==> src/rtl/mips_lsu_pkg.sv <==
// Shared encodings for the MIPS load/store unit.
// Request sizes, FSM states and the default word-index width.
package mips_lsu_pkg;

    localparam int LSU_ADDR_W = 8;

    typedef enum logic [1:0] {
        SZ_BYTE = 2'b00,
        SZ_HALF = 2'b01,
        SZ_WORD = 2'b10,
        SZ_BAD  = 2'b11
    } size_e;

    typedef enum logic [1:0] {
        IDLE,
        LOAD,
        RMW_RD,
        STORE
    } state_e;

endpackage

==> src/rtl/mips_lsu_lane_align.sv <==
// Little-endian lane extraction for loads and lane merge for stores.
// Shared by the LOAD and read-modify-write paths.
module lsu_lane_align
    import mips_lsu_pkg::*;
(
    input  logic [31:0] word,
    input  logic [1:0]  addr,
    input  size_e       size,
    input  logic        is_unsigned,
    input  logic [15:0] wdata,
    output logic [31:0] ld_data,
    output logic [31:0] st_word
);

    logic [7:0]  byte_v;
    logic [15:0] half_v;

    assign byte_v = word[{addr, 3'b000} +: 8];
    assign half_v = word[{addr[1], 4'b0000} +: 16];

    always_comb begin
        ld_data = word;
        st_word = word;
        unique case (size)
            SZ_BYTE: begin
                ld_data = {{24{~is_unsigned & byte_v[7]}}, byte_v};
                st_word[{addr, 3'b000} +: 8] = wdata[7:0];
            end
            SZ_HALF: begin
                ld_data = {{16{~is_unsigned & half_v[15]}}, half_v};
                st_word[{addr[1], 4'b0000} +: 16] = wdata;
            end
            default: begin
                ld_data = word;
                st_word = word;
            end
        endcase
    end

endmodule

==> src/rtl/mips_lsu.sv <==
// Load/store unit bridging byte-addressed MIPS requests to a
// word-addressed memory with combinational read and clocked write.
module mips_lsu
    import mips_lsu_pkg::*;
#(
    parameter int ADDR_W = LSU_ADDR_W
) (
    input  logic        clk,
    input  logic        rst_n,
    input  logic        req_valid,
    output logic        req_ready,
    input  logic        req_we,
    input  logic [1:0]  req_size,
    input  logic        req_unsigned,
    input  logic [31:0] req_addr,
    input  logic [31:0] req_wdata,
    output logic        rsp_valid,
    output logic [31:0] rsp_rdata,
    output logic        rsp_err,
    output logic        mem_read,
    output logic        mem_write,
    output logic [31:0] mem_read_addr,
    output logic [31:0] mem_write_addr,
    output logic [31:0] mem_write_data,
    input  logic [31:0] mem_read_data
);

    state_e              state_q, state_d;
    size_e               size_q;
    logic                uns_q;
    logic [ADDR_W+1:0]   addr_q;
    logic [15:0]         wdata_q;
    logic [31:0]         buf_q;
    logic [31:0]         rdata_q, rdata_d;
    logic                rsp_valid_q, rsp_valid_d;
    logic                rsp_err_q, rsp_err_d;
    logic [ADDR_W-1:0]   rd_idx_q, wr_idx_q, idx;
    logic [31:0]         ld_data, st_word;
    logic                accept, req_err;

    assign accept = req_valid & req_ready;
    assign idx    = addr_q[ADDR_W+1:2];

    assign req_err = (req_size == SZ_BAD)
                   | ((req_size == SZ_HALF) & req_addr[0])
                   | ((req_size == SZ_WORD) & (|req_addr[1:0]))
                   | (|req_addr[31:ADDR_W+2]);

    lsu_lane_align u_align (
        .word        (mem_read_data),
        .addr        (addr_q[1:0]),
        .size        (size_q),
        .is_unsigned (uns_q),
        .wdata       (wdata_q),
        .ld_data     (ld_data),
        .st_word     (st_word)
    );

    always_comb begin
        state_d     = state_q;
        rsp_valid_d = 1'b0;
        rsp_err_d   = 1'b0;
        rdata_d     = 32'h0;
        unique case (state_q)
            IDLE: begin
                if (accept) begin
                    if (req_err) begin
                        rsp_valid_d = 1'b1;
                        rsp_err_d   = 1'b1;
                    end else if (!req_we) begin
                        state_d = LOAD;
                    end else if (req_size == SZ_WORD) begin
                        state_d = STORE;
                    end else begin
                        state_d = RMW_RD;
                    end
                end
            end
            LOAD: begin
                state_d     = IDLE;
                rsp_valid_d = 1'b1;
                rdata_d     = ld_data;
            end
            RMW_RD: state_d = STORE;
            STORE: begin
                state_d     = IDLE;
                rsp_valid_d = 1'b1;
            end
            default: state_d = IDLE;
        endcase
    end

    always_ff @(posedge clk or negedge rst_n) begin
        if (!rst_n) begin
            state_q     <= IDLE;
            size_q      <= SZ_BYTE;
            uns_q       <= 1'b0;
            addr_q      <= '0;
            wdata_q     <= '0;
            buf_q       <= '0;
            rdata_q     <= '0;
            rsp_valid_q <= 1'b0;
            rsp_err_q   <= 1'b0;
            rd_idx_q    <= '0;
            wr_idx_q    <= '0;
        end else begin
            state_q     <= state_d;
            rsp_valid_q <= rsp_valid_d;
            rsp_err_q   <= rsp_err_d;
            rdata_q     <= rdata_d;
            if (accept) begin
                size_q  <= size_e'(req_size);
                uns_q   <= req_unsigned;
                addr_q  <= req_addr[ADDR_W+1:0];
                wdata_q <= req_wdata[15:0];
                buf_q   <= req_wdata;
            end
            // Merge buffer takes the old word with new lanes spliced in
            if (state_q == RMW_RD) buf_q <= st_word;
            if (mem_read) rd_idx_q <= idx;
            if (mem_write) wr_idx_q <= idx;
        end
    end

    assign req_ready      = rst_n & (state_q == IDLE);
    assign mem_read       = (state_q == LOAD) | (state_q == RMW_RD);
    assign mem_write      = (state_q == STORE);
    assign mem_read_addr  = {{(32-ADDR_W){1'b0}}, mem_read ? idx : rd_idx_q};
    assign mem_write_addr = {{(32-ADDR_W){1'b0}}, mem_write ? idx : wr_idx_q};
    assign mem_write_data = mem_write ? buf_q : 32'h0;
    assign rsp_valid      = rsp_valid_q;
    assign rsp_err        = rsp_err_q;
    assign rsp_rdata      = rdata_q;

endmodule

==> config.mk <==
export PLATFORM = sky130hd
export DESIGN_NAME = mips_lsu
export DESIGN_NICKNAME = d
export VERILOG_FILES = /design/src/rtl/mips_lsu_pkg.sv /design/src/rtl/mips_lsu_lane_align.sv /design/src/rtl/mips_lsu.sv
export SDC_FILE = /design/constraint.sdc
export NUM_CORES = 1
export LEC_CHECK = 0
export ABC_AREA = 1
export ABC_CLOCK_PERIOD_IN_PS = 4700
export BUFFER_PORTS_ARGS = -buffer_cell sky130_fd_sc_hd__clkbuf_2
export CAP_MARGIN = 25
export CORE_MARGIN = 2
export CORE_UTILIZATION = 30
export CTS_CLUSTER_SIZE = 30
export DETAILED_ROUTE_END_ITERATION = 8
export MAX_ROUTING_LAYER = met4
export PLACE_DENSITY = 0.5
export SLEW_MARGIN = 40
export SYNTH_ARGS = -nofsm -noshare
export SYNTH_HDL_FRONTEND = slang
export SYNTH_HIERARCHICAL = 1
export SYNTH_SLANG_ARGS = --single-unit
export TNS_END_PERCENT = 50
==> constraint.sdc <==
create_clock -name clk -period 4.7 [get_ports clk]
set_input_delay 0.94 -clock clk [delete_from_list [all_inputs] [get_ports clk]]
set_output_delay 0.94 -clock clk [all_outputs]
set_load 0.05 [all_outputs]
# ---- After elaboration in Yosys (flattened, before gate mapping)
# Index checks and enable logic that the tools add are counted.
dict set report word_totals {
  wordCells 65
  out_inout_bits 133
  reg_bits 113
  in_bits 103
}
dict set report op_classes {
  n_addsub 2
  shifts 6
  n_bitwise 11
  eq_ne 9
  reduce_logical 7
  mux 19
}
# operator count
set ops {}
lappend ops {{two-way mux 32 bit} 4}
lappend ops {{one-hot mux 32 bit (2 select lines)} 2}
lappend ops {{bitwise mux 32 bit} 2}
lappend ops {{variable shift 16 x 7 -> 32 bit (first input constant)} 1}
lappend ops {{variable shift 8 x 7 -> 32 bit (first input constant)} 1}
lappend ops {{indexed part select 16 x 7 -> 32 bit} 1}
lappend ops {{indexed part select 32 x 6 -> 16 bit} 1}
lappend ops {{indexed part select 32 x 6 -> 8 bit} 1}
lappend ops {{indexed part select 8 x 7 -> 32 bit} 1}
lappend ops {{OR reduction 22 bit} 1}
lappend ops {{two-way mux 8 bit} 2}
lappend ops {{negation 5 -> 7 bit} 2}
lappend ops {{== test 2 bit (second input constant)} 4}
lappend ops {{AND 1 bit} 6}
lappend ops {{== test 2 x 1 -> 1 bit (second input constant)} 3}
lappend ops {{two-way mux 2 bit} 3}
lappend ops {{one-hot mux 2 bit (3 select lines)} 1}
lappend ops {{zero test 2 bit} 2}
lappend ops {{two-way mux 1 bit} 4}
lappend ops {{inequality test 2 bit (second input constant)} 2}
lappend ops {{OR 1 bit} 4}
lappend ops {{OR reduction 2 bit} 2}
lappend ops {{one-hot mux 1 bit (2 select lines)} 1}
lappend ops {{AND reduction 2 bit} 1}
lappend ops {{2 further kinds} 2}

# ---- Depth between registers and ports, before layout
dict set report depth {
  ltp_word 8
  ltp_mapped 12
  depth_no_buf 10
}

# ---- Modules after synthesis
# Netlist, hierarchy kept.
# mod cells_each area_per_inst_um2 instances
set modules_own_cells {}
lappend modules_own_cells {mips_lsu 589 5210.0 1}
lappend modules_own_cells {lsu_lane_align 439 2212.1 1}

# ---- Least setup slack after synthesis
# Ideal clock, no wire load.
dict set report synth_timing {
  kind {flip-flop to output port}
  startpoint {register state_q[0]}
  endpoint {output mem_write_data[10]}
  path_stages_with_launch 6
  setup_slack_ns 1.964
  t_arrival_ns 1.796
  path_cell_list {dfrtp_1 > ha_1 > buf_2 > buf_2 > nand2_1 > inv_1}
}
dict set report synth_via {
  elab_chain_cells 2
}
# item line
set synth_rtl {}
lappend synth_rtl {{from (decl)} mips_lsu.sv:28} ;# state_e state_q, state_d;
lappend synth_rtl {{from (signal assigned)} mips_lsu.sv:107} ;# state_q <= state_d;
lappend synth_rtl {{== test 2 bit} mips_lsu.sv:127} ;# assign mem_write = (state_q == STORE);
lappend synth_rtl {{via mem_write} mips_lsu.sv:21} ;# output logic mem_write,
lappend synth_rtl {{two-way mux 32 bit} mips_lsu.sv:130} ;# assign mem_write_data = mem_write ? buf_q : 32'h0;
lappend synth_rtl {{to (decl)} mips_lsu.sv:24} ;# output logic [31:0] mem_write_data,
# The timed path passes the listed nets, and every way through them passes these cells.

# ---- Final worst setup path
dict set report layout_timing {
  startpoint {register state_q[1]}
  endpoint {output mem_write_addr[2]}
}
dict set report layout_via {
  elab_chain_cells 2
}
# item line
set layout_rtl {}
lappend layout_rtl {{== test 2 bit} mips_lsu.sv:127}
lappend layout_rtl {{two-way mux 8 bit} -}
lappend layout_rtl {{to (decl)} mips_lsu.sv:23} ;# output logic [31:0] mem_write_addr,
# Every way passes these cells.

==> flow_summary.json <==
{
  "root_buffer": "clkbuf_16",
  "hold_class": "in -> async",
  "cts_max_level": 4,
  "critPathRequiredTime_ns": 3.76,
  "synth_area_sq_um": 7422,
  "rows": 57,
  "crit_path_end_kind": "primary output",
  "vias": 6897,
  "cp-start-kind": "flip-flop",
  "grt.total_usage": 0.1905,
  "seq_power_share": 0.352,
  "reg2reg_from": "addr_q[1]$_DFFE_PN0P_",
  "cellLeakagePower_uw": 0.005406,
  "fmax_ghz": 0.3028,
  "finClkSkew_ns": 0.009781,
  "clkSlewWorstSetupHoldPaths_ns": 0.06,
  "ys_seq_area_frac": 0.3810,
  "syn_to_final_growth_pct": 20.68,
  "cts_buffers": 17,
  "drtIter0Drc": 520,
  "power_uw": 3242,
  "fin_setup_tns_ns": 0,
  "fin_crit_ns": 3.303,
  "arrival_ns": 2.36,
  "cts_tree": "built",
  "drive_above_1_share": 0.2473,
  "die_h_um": 161.3,
  "drv_cap": 0,
  "grt_max_degree": 51,
  "grt_pass1_wl_mm": 37.09,
  "drtPass1Iterations": 5,
  "power.switching_uw": 1159,
  "grtUsageMet2": 0.2991,
  "finalCritPeriodShare": 0.7027,
  "clockBufferDepth": 2,
  "cts_resized": 0,
  "yosysWarnings": 6,
  "synth_flop_cell": "dfrtp_1",
  "grt_pass1_vias": 6621,
  "wire_per_inst_um": 15.66,
  "sw_frac_of_total": 0.3576,
  "outcome": "completed",
  "post-dp-hpwl_mm": 18.04,
  "postCtsSetupRepairBufs": 0,
  "avgSynthCellArea_sq_um": 7.220,
  "fill_cells": 2668,
  "clk_latency_ns": 0.42,
  "fin_hold_ws_ns": 0.4322,
  "grt.met3_usage": 0.04160,
  "die-area_sq_um": 26010,
  "ys_seq_elements": 113,
  "io_pins": 236,
  "power.density_nw_per_um2": 361.9,
  "grt-busiest-layer": "met2",
  "worstMarginPinSlew_ns": 0.7819,
  "slew_viol_final": 0,
  "ff2ff_setup_slack_ns": 2.02,
  "synth_edf_count": 0,
  "grt.overflow.total": 0,
  "drc": 0,
  "path_class": "reg -> out",
  "timing.slew.headroom": 0.4752,
  "internal_power_uw": 2083,
  "holdBufCountCts": 0,
  "synth.distinct_cells": 33,
  "rsz0062_at_grt": "no",
  "routed_via_density": 4.520,
  "antenna_found_initial": 1,
  "use_met1": 0.2440,
  "cts_sinks": 113,
  "async_flop_share": 1.000,
  "routed_wl_mm": 23.90,
  "combPwrFrac": 0.230,
  "setup_violations": 0,
  "start_util": 0.3052,
  "coreArea_sq_um": 24320,
  "io_buffers": 187,
  "die_w_um": 161.3,
  "synth_cells": 1028,
  "ir_drop_uv": 247.9,
  "gp_congestion": 0.9389,
  "final-hold-violation-count": 0,
  "layout.nets": 1301,
  "crit_start": "state_q[1]$_DFFE_PN0P_",
  "pwr-share-clk": 0.418,
  "critPathMaxFanout": 31,
  "ant_nets": 0
}
==> worst max-delay path, cell delays in order, from the launching register on <==
cell	delay [ns]
dfrtp_1	0.40
ha_1	0.47
buf_4	0.42
mux2_2	0.39
clkbuf_2	0.24
==> layer usage <==
layer / routed length (um) / vias up
met5: 0 / -
li1: - / 3443
met2: 11120 / 251
met1: 10750 / 3170
met3: 1444 / 33
met4: 580 / 0
==> cell usage after synthesis (4+ instances only) <==
cell type / count / area share
a21boi_0: 22 / 0.022
inv_1: 111 / 0.056
buf_6: 8 / 0.012
o21ai_0: 75 / 0.051
nand3_2: 17 / 0.023
a21oi_1: 11 / 0.0074
o211ai_1: 9 / 0.0091
inv_2: 4 / 0.0020
clkbuf_1: 13 / 0.0066
buf_4: 53 / 0.054
nand3_1: 52 / 0.035
nand2_1: 413 / 0.21
nand2_2: 6 / 0.0051
ha_1: 10 / 0.017
buf_2: 26 / 0.018
nand2_4: 4 / 0.0061
o22ai_1: 9 / 0.0076
nor2_1: 24 / 0.012
o211ai_2: 14 / 0.024
mux2_2: 16 / 0.024
dfrtp_1: 113 / 0.38
==> state kept, by name, summed over array words and instances, names as in the netlist <==
name / cells
wr_idx_q: 8
rd_idx_q: 8
state_q: 2
buf_q: 32
rsp_err: 1
addr_q: 10
rsp_valid: 1
wdata_q: 16
rsp_rdata: 32
uns_q: 1
size_q: 2
==> final timing paths <==
kind,end,depth (start not counted)
worst min-delay path,wr_idx_q[3]$_DFF_PN0_,1
worst max register to register,buf_q[10]$_DFFE_PN0P_,9
min in group clk,buf_q[29]$_DFFE_PN0P_,2
max in group asynchronous,addr_q[1]$_DFFE_PN0P_,3
worst min register to register,buf_q[29]$_DFFE_PN0P_,2
worst max-delay path,mem_write_addr[2],4
==> cell families (layout without fill, tap and decap cells) <==
family                     Yosys count  count (layout)  synth area share
AOI/OAI and AO/OA                  147             147            0.1273
DFF                                113             113            0.3810
buffers and inverters              220             346            0.1517
other                                1              49         0.0005052
muxes                               16              16           0.02427
adders and majority gates           10              10           0.01686
and+or+nand+nor                    521             521            0.2984
==> power by group through the flow <==
stage               clock (uW)  combinational, uW  sequential, uW
floorplan                    0                586            1120
global placement             0                737            1160
detailed placement           0                743            1160
CTS                       1380                746            1140
global route              1430                829            1150
finish                    1350                747            1140
==> cell type report <==
| class | instances | area, sq um | share of cell area |
|---|---|---|---|
| Tap cell | 324 | 405.4 | 0.04526 |
| Timing Repair Buffer | 195 | 1006 | 0.1123 |
| Multi-Input combinational cell | 742 | 3647 | 0.4072 |
| Clock inverter | 15 | 187.7 | 0.02095 |
| Sequential cell | 113 | 2829 | 0.3158 |
| Inverter | 119 | 454.2 | 0.05071 |
| Clock buffer | 17 | 425.4 | 0.04749 |
| Antenna cell | 1 | 2.502 | 0.0002794 |
==> placed cells by master (no fill, tap or decap), drive strengths merged <==
cell	n
nand2	423
clkbuf	203
inv	129
dfrtp	113
o21ai	76
nand3	70
conb	48
nor2	26
a21boi	25
o211ai	23
mux2	16
a21oi	11
ha	10
o22ai	9
buf	9
o21a	3
bufinv	2
clkinv	2
diode	1
or2	1
clkinvlp	1
nand4	1
==> stage by stage <==
| step | utilization | cells | area, sq um | worst slack, ns |
|---|---|---|---|---|
| after CTS | 0.3682 | 1525 | 8955 | 1.363 |
| after global placement | 0.3424 | 1492 | 8327 | 1.878 |
| after detailed placement | 0.3430 | 1493 | 8342 | 1.824 |
| after floorplan | - | 1075 | 7599 | 1.964 |
| after global routing | 0.3683 | 1526 | 8957 | 1.242 |
| final | 0.3683 | 1526 | 8957 | 1.397 |
Power figures use the tool's default switching activity.
